===== src/rtl/serial_frame_tx_pkg.sv =====
// Shared definitions for the serial frame transmitter, its receiver and benches.
// Holds the FSM state encoding, the line levels for each bit role, and a
// helper that gives the frame length in cycles for a given data width.
package serial_frame_tx_pkg;

   typedef logic [2:0] state_t;

   localparam state_t ST_IDLE   = 3'd0;
   localparam state_t ST_START  = 3'd1;
   localparam state_t ST_DATA   = 3'd2;
   localparam state_t ST_PARITY = 3'd3;
   localparam state_t ST_STOP   = 3'd4;
   localparam state_t ST_GAP    = 3'd5;

   localparam logic START_LVL = 1'b1;
   localparam logic STOP_LVL  = 1'b1;
   localparam logic IDLE_LVL  = 1'b0;

   // start + data + parity + stop
   function automatic int frame_len(input int bit_len);
      return bit_len + 3;
   endfunction

endpackage


===== src/rtl/serial_frame_tx_fifo.sv =====
// sync_fifo: single-clock FIFO with registered occupancy count.
// Ports:
//   clk, rstn        clock, async active-low reset (pointers/count cleared)
//   push_i, wdata_i  write request and data; ignored while full
//   pop_i, rdata_o   read request and head-of-queue data; ignored while empty
//   full_o, empty_o  derived from the registered count
//   level_o          current occupancy
module sync_fifo #(
   parameter int DEPTH = 4,
   parameter int WIDTH = 7
) (
   input  logic                       clk,
   input  logic                       rstn,
   input  logic                       push_i,
   input  logic [WIDTH-1:0]           wdata_i,
   input  logic                       pop_i,
   output logic [WIDTH-1:0]           rdata_o,
   output logic                       full_o,
   output logic                       empty_o,
   output logic [$clog2(DEPTH):0]     level_o
);

   localparam int PTR_W = $clog2(DEPTH);
   localparam int LVL_W = PTR_W + 1;

   logic [WIDTH-1:0] mem_q [DEPTH];
   logic [PTR_W-1:0] wr_ptr_q, rd_ptr_q;
   logic [LVL_W-1:0] count_q, count_d;
   logic             push_ok, pop_ok;

   assign full_o  = (count_q == LVL_W'(DEPTH));
   assign empty_o = (count_q == '0);
   assign level_o = count_q;
   assign rdata_o = mem_q[rd_ptr_q];

   assign push_ok = push_i && !full_o;
   assign pop_ok  = pop_i && !empty_o;

   always_comb begin
      count_d = count_q;
      case ({push_ok, pop_ok})
         2'b10:   count_d = count_q + LVL_W'(1);
         2'b01:   count_d = count_q - LVL_W'(1);
         default: count_d = count_q;
      endcase
   end

   // DEPTH is a power of two, so pointers wrap by natural overflow.
   always_ff @(posedge clk or negedge rstn) begin
      if (!rstn) begin
         wr_ptr_q <= '0;
         rd_ptr_q <= '0;
         count_q  <= '0;
      end else begin
         if (push_ok) wr_ptr_q <= wr_ptr_q + PTR_W'(1);
         if (pop_ok)  rd_ptr_q <= rd_ptr_q + PTR_W'(1);
         count_q <= count_d;
      end
   end

   // Storage needs no reset: an entry is only read after it has been written.
   always_ff @(posedge clk) begin
      if (push_ok) mem_q[wr_ptr_q] <= wdata_i;
   end

endmodule


===== src/rtl/serial_frame_tx.sv =====
// serial_frame_tx: buffers parallel words and serializes each one as
// start(1), data LSB-first, parity, stop(1), followed by GAP low cycles.
// Ports:
//   clk, rstn     clock, async active-low reset (line drops to 0 at once)
//   data_in       word to send
//   in_valid      data_in valid; accepted when in_ready is high
//   in_ready      FIFO not full (from registered count)
//   inject_perr   sampled at pop; inverts that frame's parity bit
//   channel_out   registered serial line, idle low
//   busy          high from the start-bit cycle through the last gap cycle
//   frame_done    one-cycle pulse during the stop bit
//   fifo_level    FIFO occupancy
module serial_frame_tx
   import serial_frame_tx_pkg::*;
#(
   parameter int BIT_LEN = 7,
   parameter int DEPTH   = 4,
   parameter int GAP     = 2
) (
   input  logic                   clk,
   input  logic                   rstn,
   input  logic [BIT_LEN-1:0]     data_in,
   input  logic                   in_valid,
   output logic                   in_ready,
   input  logic                   inject_perr,
   output logic                   channel_out,
   output logic                   busy,
   output logic                   frame_done,
   output logic [$clog2(DEPTH):0] fifo_level
);

   // One counter serves both the data-bit index and the gap countdown.
   localparam int CNT_MAX = (BIT_LEN > GAP) ? BIT_LEN : GAP;
   localparam int IDX_W   = $clog2(CNT_MAX + 1);
   localparam logic [IDX_W-1:0] LAST_BIT = IDX_W'(BIT_LEN - 1);
   localparam logic [IDX_W-1:0] LAST_GAP = IDX_W'(GAP - 1);

   state_t               state_q, state_d;
   logic [IDX_W-1:0]     idx_q, idx_d;
   logic [BIT_LEN-1:0]   shreg_q, shreg_d;
   logic                 par_q, par_d;
   logic                 chan_q, chan_d;
   logic                 busy_q, busy_d;
   logic                 fdone_q, fdone_d;
   logic                 load;
   logic                 fifo_full, fifo_empty;
   logic [BIT_LEN-1:0]   fifo_rdata;

   sync_fifo #(
      .DEPTH (DEPTH),
      .WIDTH (BIT_LEN)
   ) u_fifo (
      .clk     (clk),
      .rstn    (rstn),
      .push_i  (in_valid),
      .wdata_i (data_in),
      .pop_i   (load),
      .rdata_o (fifo_rdata),
      .full_o  (fifo_full),
      .empty_o (fifo_empty),
      .level_o (fifo_level)
   );

   assign in_ready    = !fifo_full;
   assign channel_out = chan_q;
   assign busy        = busy_q;
   assign frame_done  = fdone_q;

   // Each state's line level is registered on the edge that enters it, so
   // the value driven here is what the wire shows during the next state.
   always_comb begin
      state_d = state_q;
      idx_d   = idx_q;
      shreg_d = shreg_q;
      par_d   = par_q;
      chan_d  = chan_q;
      busy_d  = busy_q;
      fdone_d = 1'b0;
      load    = 1'b0;
      case (state_q)
         ST_IDLE: begin
            chan_d = IDLE_LVL;
            busy_d = 1'b0;
            load   = !fifo_empty;
         end
         ST_START: begin
            chan_d  = shreg_q[0];
            shreg_d = shreg_q >> 1;
            idx_d   = '0;
            state_d = ST_DATA;
         end
         ST_DATA: begin
            if (idx_q == LAST_BIT) begin
               chan_d  = par_q;
               state_d = ST_PARITY;
            end else begin
               chan_d  = shreg_q[0];
               shreg_d = shreg_q >> 1;
               idx_d   = idx_q + IDX_W'(1);
            end
         end
         ST_PARITY: begin
            chan_d  = STOP_LVL;
            fdone_d = 1'b1;
            state_d = ST_STOP;
         end
         ST_STOP: begin
            chan_d  = IDLE_LVL;
            idx_d   = '0;
            state_d = ST_GAP;
         end
         ST_GAP: begin
            if (idx_q == LAST_GAP) begin
               // Chain straight into the next frame when work is queued.
               if (fifo_empty) begin
                  state_d = ST_IDLE;
                  busy_d  = 1'b0;
               end else begin
                  load = 1'b1;
               end
            end else begin
               idx_d = idx_q + IDX_W'(1);
            end
         end
         default: begin
            state_d = ST_IDLE;
            chan_d  = IDLE_LVL;
            busy_d  = 1'b0;
         end
      endcase
      // Pop: capture the word so later pushes cannot disturb the frame.
      if (load) begin
         shreg_d = fifo_rdata;
         par_d   = (^fifo_rdata) ^ inject_perr;
         chan_d  = START_LVL;
         busy_d  = 1'b1;
         state_d = ST_START;
      end
   end

   always_ff @(posedge clk or negedge rstn) begin
      if (!rstn) begin
         state_q <= ST_IDLE;
         idx_q   <= '0;
         shreg_q <= '0;
         par_q   <= 1'b0;
         chan_q  <= IDLE_LVL;
         busy_q  <= 1'b0;
         fdone_q <= 1'b0;
      end else begin
         state_q <= state_d;
         idx_q   <= idx_d;
         shreg_q <= shreg_d;
         par_q   <= par_d;
         chan_q  <= chan_d;
         busy_q  <= busy_d;
         fdone_q <= fdone_d;
      end
   end

endmodule


===== config.mk =====
export PLATFORM = sky130hd
export DESIGN_NAME = serial_frame_tx
export DESIGN_NICKNAME = d
export VERILOG_FILES = /design/src/rtl/serial_frame_tx_pkg.sv /design/src/rtl/serial_frame_tx_fifo.sv /design/src/rtl/serial_frame_tx.sv
export SDC_FILE = /design/constraint.sdc
export NUM_CORES = 1
export LEC_CHECK = 0
export ABC_AREA = 1
export CAP_MARGIN = 10
export CELL_PAD_IN_SITES_DETAIL_PLACEMENT = 1
export CELL_PAD_IN_SITES_GLOBAL_PLACEMENT = 2
export CORE_MARGIN = 2
export CORE_UTILIZATION = 39
export CTS_CLUSTER_DIAMETER = 60
export DETAILED_ROUTE_END_ITERATION = 16
export GPL_ROUTABILITY_DRIVEN = 0
export HOLD_SLACK_MARGIN = 0.05
export PLACE_DENSITY_LB_ADDON = 0.1
export SLEW_MARGIN = 20
export SYNTH_ARGS = -nofsm -noshare
export SYNTH_HDL_FRONTEND = slang
export SYNTH_HIERARCHICAL = 1
export SYNTH_SLANG_ARGS = --single-unit

===== constraint.sdc =====
create_clock -name clk -period 4.6 [get_ports clk]
set_input_delay 0.92 -clock clk [delete_from_list [all_inputs] [get_ports clk]]
set_output_delay 0.92 -clock clk [all_outputs]
set_load 0.02 [all_outputs]

Word level (Yosys, flattened, before mapping)
Memory sizes are Yosys's and may differ from the RTL's.
Cells that the tools add are included.
{ "word_totals": {"register_bits": 24, "latchBits": 0, "ram_bits": 28, "romBits": 0, "input_bits": 11, "elab_cells": 77, "mem_count": 1} }
{ "op_classes": {"add_sub_neg": 5, "mul": 0, "div_mod_pow": 0, "magnitude_cmp": 0, "n_eq_ne": 19, "shifts": 0, "muxes": 25, "bitwise": 1, "n_reduce_logical": 16} }
{ "mem_list": {"columns": ["memory", "depth", "word_bits", "rd", "rd_ports_with_merged_regs", "wr", "line", "source"], "rows": [
  ["u_fifo.mem_q", 4, 7, 1, 0, 1, "serial_frame_tx_fifo.sv:26", "logic [WIDTH-1:0] mem_q [DEPTH];"]
]} }
{ "ops": {"columns": ["operator", "n"], "rows": [
  ["2-to-1 mux 3 bit", 6],
  ["case mux 3 bit (6 select lines)", 1],
  ["2-to-1 mux 7 bit", 2],
  ["case mux 7 bit (2 select lines)", 1],
  ["== test 3 bit (second input constant)", 4],
  ["2-to-1 mux 1 bit", 10],
  ["!= test 3 x 2 -> 1 bit (second input constant)", 3],
  ["case mux 3 bit (3 select lines)", 1],
  ["parity 7 bit", 1],
  ["adder 3 x 1 -> 3 bit (second input constant)", 2],
  ["== test 3 x 1 -> 1 bit (second input constant)", 2],
  ["== test 3 x 2 -> 1 bit (second input constant)", 2],
  ["logical NOT 3 bit", 2],
  ["!= test 2 x 1 -> 1 bit (second input constant)", 3],
  ["case mux 3 bit (2 select lines)", 1],
  ["AND reduction 3 bit", 2],
  ["nonzero test 3 bit", 2],
  ["adder 2 x 1 -> 2 bit (second input constant)", 2],
  ["!= test 2 bit (second input constant)", 2],
  ["case mux 1 bit (2 select lines)", 2],
  ["case mux 1 bit (4 select lines)", 1],
  ["AND reduction 4 bit", 1],
  ["OR reduction 4 bit", 1],
  ["!= test 3 x 1 -> 1 bit (second input constant)", 1],
  ["9 further kinds", 11]
]} }

Depth between registers and ports, before layout
{ "depth": {"depth_word": 7, "depth_mapped": 16, "ltp_nobuf": 16} }

Hierarchy
The synthesis kept the hierarchy.
{ "modules_own_cells": {"columns": ["module", "n_inst", "cells_each", "area_per_inst_um2"], "rows": [
  ["sync_fifo", 1, 143, 1597.8],
  ["serial_frame_tx", 1, 163, 1124.8]
]} }

Worst setup path before layout
Ideal clock, no wire load.
{ "synth_path": {"path_type": "reg-to-reg", "from": "reg idx_q[1]", "to": "reg u_fifo.count_q[2], in the netlist u_fifo/level_o[2]", "setup_ps": 117, "arrival_ps": 2067, "path_slack_ps": 2415, "stages_incl_launch_ff": 16, "n_path_buf": 0, "period_less_slack_ps": 2185, "cell_sequence": "dfrtp_1 inv_1 ha_1 inv_1 nor2_1 nand2_4 a21oi_4 nand2_1 inv_1 ha_1 inv_1 fa_1 nand2_1 nand3_1 nand2_1 nand2_1"} }
{ "synth_via": {"elab_chain_cells": 6, "word_cells_on_any_way": 8, "cone_classes": "eq/ne (3); mux (3); reduce/logical (2)"} }
{ "synth_rtl": {"columns": ["element", "line", "source"], "rows": [
  ["start, declared", "serial_frame_tx.sv:39", "logic [IDX_W-1:0] idx_q, idx_d;"],
  ["start signal, assigned", "serial_frame_tx.sv:152", "idx_q <= idx_d;"],
  ["== test 3 x 1 -> 1 bit (*)", "serial_frame_tx.sv:113", "if (idx_q == LAST_GAP) begin"],
  ["2-to-1 mux 1 bit (*)", "serial_frame_tx.sv:113", null],
  ["case mux 1 bit (2 select lines) (*)", "serial_frame_tx.sv:80", "case (state_q)"],
  ["logical AND 1 bit (*)", "serial_frame_tx_fifo.sv:37", "assign pop_ok = pop_i && !empty_o;"],
  ["named net u_fifo.pop_ok", "serial_frame_tx_fifo.sv:29", "logic push_ok, pop_ok;"],
  ["== test 2 x 1 -> 1 bit or == test 2 bit (tied branches)", "serial_frame_tx_fifo.sv:41", "case ({push_ok, pop_ok})"],
  ["case mux 3 bit (2 select lines) or nonzero test 2 bit (tied branches)", null, null],
  ["end signal, assigned", "serial_frame_tx_fifo.sv:57", "count_q <= count_d;"],
  ["end, declared", "serial_frame_tx_fifo.sv:28", "logic [LVL_W-1:0] count_q, count_d;"]
]} }
Mark *: on every way through the listed nets, which the timed path passes. The rest lies on a longest branch.
A chain may end at the register's enable or synchronous reset.

Final worst setup path
{ "layout_path": {"from": "reg u_fifo.count_q[0], in the netlist u_fifo/level_o[0]", "to": "out in_ready"} }
{ "layout_via": {"elab_chain_cells": 2} }
{ "layout_rtl": {"columns": ["element", "line", "source"], "rows": [
  ["== test 3 bit", "serial_frame_tx_fifo.sv:31", "assign full_o = (count_q == LVL_W'(DEPTH));"],
  ["named net fifo_full", "serial_frame_tx.sv:46", "logic fifo_full, fifo_empty;"],
  ["logical NOT 1 bit", "serial_frame_tx.sv:64", "assign in_ready = !fifo_full;"],
  ["end, declared", "serial_frame_tx.sv:24", "output logic in_ready,"]
]} }
The timed path passes the listed nets, and every way through them passes these cells.

==> flow_summary.ini <==
[synth]
ys_async_sr_fraction_pct = 46.15
syn-num-nets = 326
yosys.cell_types.count = 27
synth_enable_flop_cells = 28
yosys.area_share.simple_pct = 23.30
ys_seq_elements = 52
netlist_top_cells_area = sky130_fd_sc_hd__edfxtp_1 (31%), sky130_fd_sc_hd__dfrtp_1 (22%), sky130_fd_sc_hd__nand2_1 (14%)
yosys.area_share.adder_pct = 4.412
synthesis.area_um2 = 2723
post_synth_mux_area_share_pct = 0
synthesis.yosys.warnings = 6
cells_after_synthesis = 306
synth_flop_cell = sky130_fd_sc_hd__edfxtp_1
synth.avg_cell_area_um2 = 8.897
dominant_combinational_cell_family_by_area_after_synthesis = simple AND/OR/NAND/NOR gates
synth_compound_gate_area_share_pct = 8.272
yosysTopAreaCellShare_pct = 30.88
netlist.top_cell.by_area = sky130_fd_sc_hd__edfxtp_1
synthXorXnorAreaFrac_pct = 0.6434
share_of_the_yosys_chip_area_belonging_to_registers_pct = 52.94

[pwr]
seqPwrFrac_pct = 35.9
power.static_leakage_nw = 1.509
p_per_area_nw_per_um2 = 694.0
p_int_w = 0.001149
power_frac_clock_pct = 13.2
combinationalPowerShare_pct = 50.8
netSwitchingFraction_pct = 45.52
ir_worst_vdd_mv = 0.2544
total_switching_power_w = 0.0009601

[cells_and_area]
layout.core_utilization_pct = 44.98
drive_above_1_share_pct = 10.43
areaGrowthSynthToFinish_pct = 11.63
num-nets-final = 345
diodes_inserted = 0
finish.instance_area_um2 = 3039
final_cells = 406

[grt]
globalRouteTotalUtil_pct = 14.36
vias_in_the_first_global_route = 1946
grt_antenna_before_repair = 0
grt_start_max_net_pins = 30
globalRoute.totalOverflow = 0
grt_pass1_wl_um = 8673

[timing]
tightestPinTransition_ns = 0.5613
final_min_period_over_clock_period_pct = 55.63
max_clk_rate_ghz = 0.3908
setup_tns_ns = 0
layout_setup_ws_ns = 2.041
max-slew-margin-rel_pct = 62.44
finalCriticalPeriod_ns = 2.559
rsz_0062_raised_after_global_routing = no
setup_viol = 0
final.setup_skew_ns = 0.01142
slew_violations = 0
hold_viol_final = 0

[routing]
drt_iter0_drcs = 44
route.detailed.drc = 0
wire_per_inst_um = 12.28
wirelength_um = 4987
detailroute.via_count = 1891
detail-route-antenna-nets = 0
via_per_inst = 4.658
firstDrtPassIters = 4

[clock_tree]
cts.repair.resized = 0
cts-buffers-inserted = 5
cts_sinks = 52
clk_path_buf_depth = 2
cts_hold_buffers = 0
cts_root_buf = sky130_fd_sc_hd__clkbuf_8
htree_num_levels = 2
clkTransAtPathRegs_ns = 0.11
total_setup_buffers_inserted_after_cts = 0
cts_tree = yes
worstSkewPairLatency_ns = 0.31

[critical_path]
startpoint_class_of_the_critical_path = register
critical_path.max_fanout = 4
endpoint_kind = primary output
critical_path_class = reg -> out
worst_ep_required_time_ns = 3.68
worstPathArrival_ns = 1.64

[run]
max_capacitance_violation_count = 0

[floorplanning]
die_area_um2 = 7665
initial_utilization_pct = 40.30
die_w_um = 87.55
ios = 18
rows = 30
placeableCoreArea_um2 = 6756
dieHeight_um = 87.55

[placed_design]
portBuffers = 17
post_dp_cell_area_um2 = 2942
dp_cells = 398
place_hpwl_um = 3900
pre_cts_ws_ns = 1.899

[hold_path]
hold_class = reg -> reg

[outcome]
run_status = finished, final reports clean
[through the flow]
step                      hold WS [ns]  power [W]
after floorplan                 0.4494   0.001631
after global placement          0.4615   0.001838
after detailed placement        0.4659   0.001871
after CTS                       0.4938   0.002160
after global routing            0.5262   0.002353
final                           0.4895   0.002109
[kinds of logic after synthesis]
logic type	count (synthesis)
AND/OR/NAND/NOR	147
buffers and inverters	66
flip-flops	52
AO/OA/AOI/OAI	30
adder cells (fa/ha/maj)	9
XOR/XNOR	2
[cell usage in the layout (no fill, tap or decap)]
| master | instances |
|---|---|
| sky130_fd_sc_hd__o211ai_1 | 9 |
| sky130_fd_sc_hd__o21ai_1 | 4 |
| sky130_fd_sc_hd__buf_4 | 1 |
| sky130_fd_sc_hd__nor2_4 | 1 |
| sky130_fd_sc_hd__inv_2 | 7 |
| sky130_fd_sc_hd__a21oi_4 | 1 |
| sky130_fd_sc_hd__nand4_1 | 1 |
| sky130_fd_sc_hd__a21oi_1 | 3 |
| sky130_fd_sc_hd__inv_6 | 2 |
| sky130_fd_sc_hd__nand2_2 | 3 |
| sky130_fd_sc_hd__nand2_4 | 2 |
| sky130_fd_sc_hd__nand2_1 | 98 |
| sky130_fd_sc_hd__xnor2_1 | 2 |
| sky130_fd_sc_hd__clkdlybuf4s50_1 | 17 |
| sky130_fd_sc_hd__nand3_1 | 21 |
| sky130_fd_sc_hd__o21ai_2 | 1 |
| sky130_fd_sc_hd__o21ai_0 | 7 |
| sky130_fd_sc_hd__o211ai_2 | 5 |
| sky130_fd_sc_hd__clkbuf_8 | 5 |
| sky130_fd_sc_hd__nand3_2 | 2 |
| sky130_fd_sc_hd__nor2_1 | 15 |
| sky130_fd_sc_hd__edfxtp_1 | 28 |
| sky130_fd_sc_hd__nand3b_1 | 1 |
| sky130_fd_sc_hd__fa_1 | 1 |
| sky130_fd_sc_hd__dfrtp_1 | 24 |
| sky130_fd_sc_hd__inv_8 | 1 |
| sky130_fd_sc_hd__inv_1 | 53 |
| sky130_fd_sc_hd__ha_1 | 8 |
| sky130_fd_sc_hd__nor2_2 | 3 |
[worst paths after layout]
check | from | to | slack, ns | depth (start not counted)
worst max-delay path | u_fifo/level_o[0] | in_ready | 2.04 | 5
worst min-delay path | busy | busy | 0.49 | 2
worst max register to register | idx_q[1] | u_fifo/level_o[2] | 2.14 | 15
worst min register to register | busy | busy | 0.49 | 2
max in group asynchronous | rstn | u_fifo/wr_ptr_q[1] | 3.37 | 2
min in group asynchronous | rstn | shreg_q[0] | 0.96 | 2
[state kept, by name (all words and copies together), names as in the netlist]
register	flops
shreg_q	7
u_fifo/mem_q	28
u_fifo/wr_ptr_q	2
u_fifo/level_o	3
u_fifo/rd_ptr_q	2
state_q	3
par_q	1
idx_q	3
channel_out	1
busy	1
frame_done	1
[synthesized netlist by cell type (3+ instances only)]
cell and count:
sky130_fd_sc_hd__nor2_2 3, sky130_fd_sc_hd__edfxtp_1 28, sky130_fd_sc_hd__a21oi_1 3, sky130_fd_sc_hd__o211ai_1 9
sky130_fd_sc_hd__o21ai_0 7, sky130_fd_sc_hd__inv_2 7, sky130_fd_sc_hd__ha_1 8, sky130_fd_sc_hd__dfrtp_1 24
sky130_fd_sc_hd__inv_1 53, sky130_fd_sc_hd__o211ai_2 5, sky130_fd_sc_hd__nor2_1 15, sky130_fd_sc_hd__nand2_1 98
sky130_fd_sc_hd__o21ai_1 4, sky130_fd_sc_hd__nand2_2 3, sky130_fd_sc_hd__buf_6 3, sky130_fd_sc_hd__nand3_1 21
[per-layer routing]
layer / part of all wire (%) / wire length, um / up-vias / global-route usage, %
li1: - / - / 997 / -
met1: 48 / 2386 / 875 / 18.06
met2: 49 / 2447 / 15 / 25.21
met3: 2.1 / 103 / 4 / 2.356
met4: 0.98 / 49 / 0 / 4.615
met5: 0 / 0 / - / 0
[power groups by stage]
stage	clock network (W)	registers, W	logic [W]
after floorplan	0	0.000767	0.000864
after global placement	0	0.000765	0.00107
after detailed placement	0	0.000770	0.00110
after CTS	0.000296	0.000759	0.00110
after global routing	0.000310	0.000776	0.00127
final	0.000279	0.000758	0.00107
[area by class of cell]
cell class,instances,area (um^2)
clock buffers,5,68.82
clock inverters,3,28.78
fillers,786,3717
inverters,60,225.2
multi-input cells,188,997.2
flip-flops and latches,52,1441
well taps,80,100.1
repair buffers,18,177.7
[worst max-delay path: stages (launching register included)]
cell and delay (ns):
sky130_fd_sc_hd__dfrtp_1 0.41, sky130_fd_sc_hd__inv_2 0.07, sky130_fd_sc_hd__nand3_1 0.15, sky130_fd_sc_hd__inv_1 0.06, sky130_fd_sc_hd__inv_1 0.05, sky130_fd_sc_hd__clkdlybuf4s50_1 0.59
(Power assumes the default switching activity.)
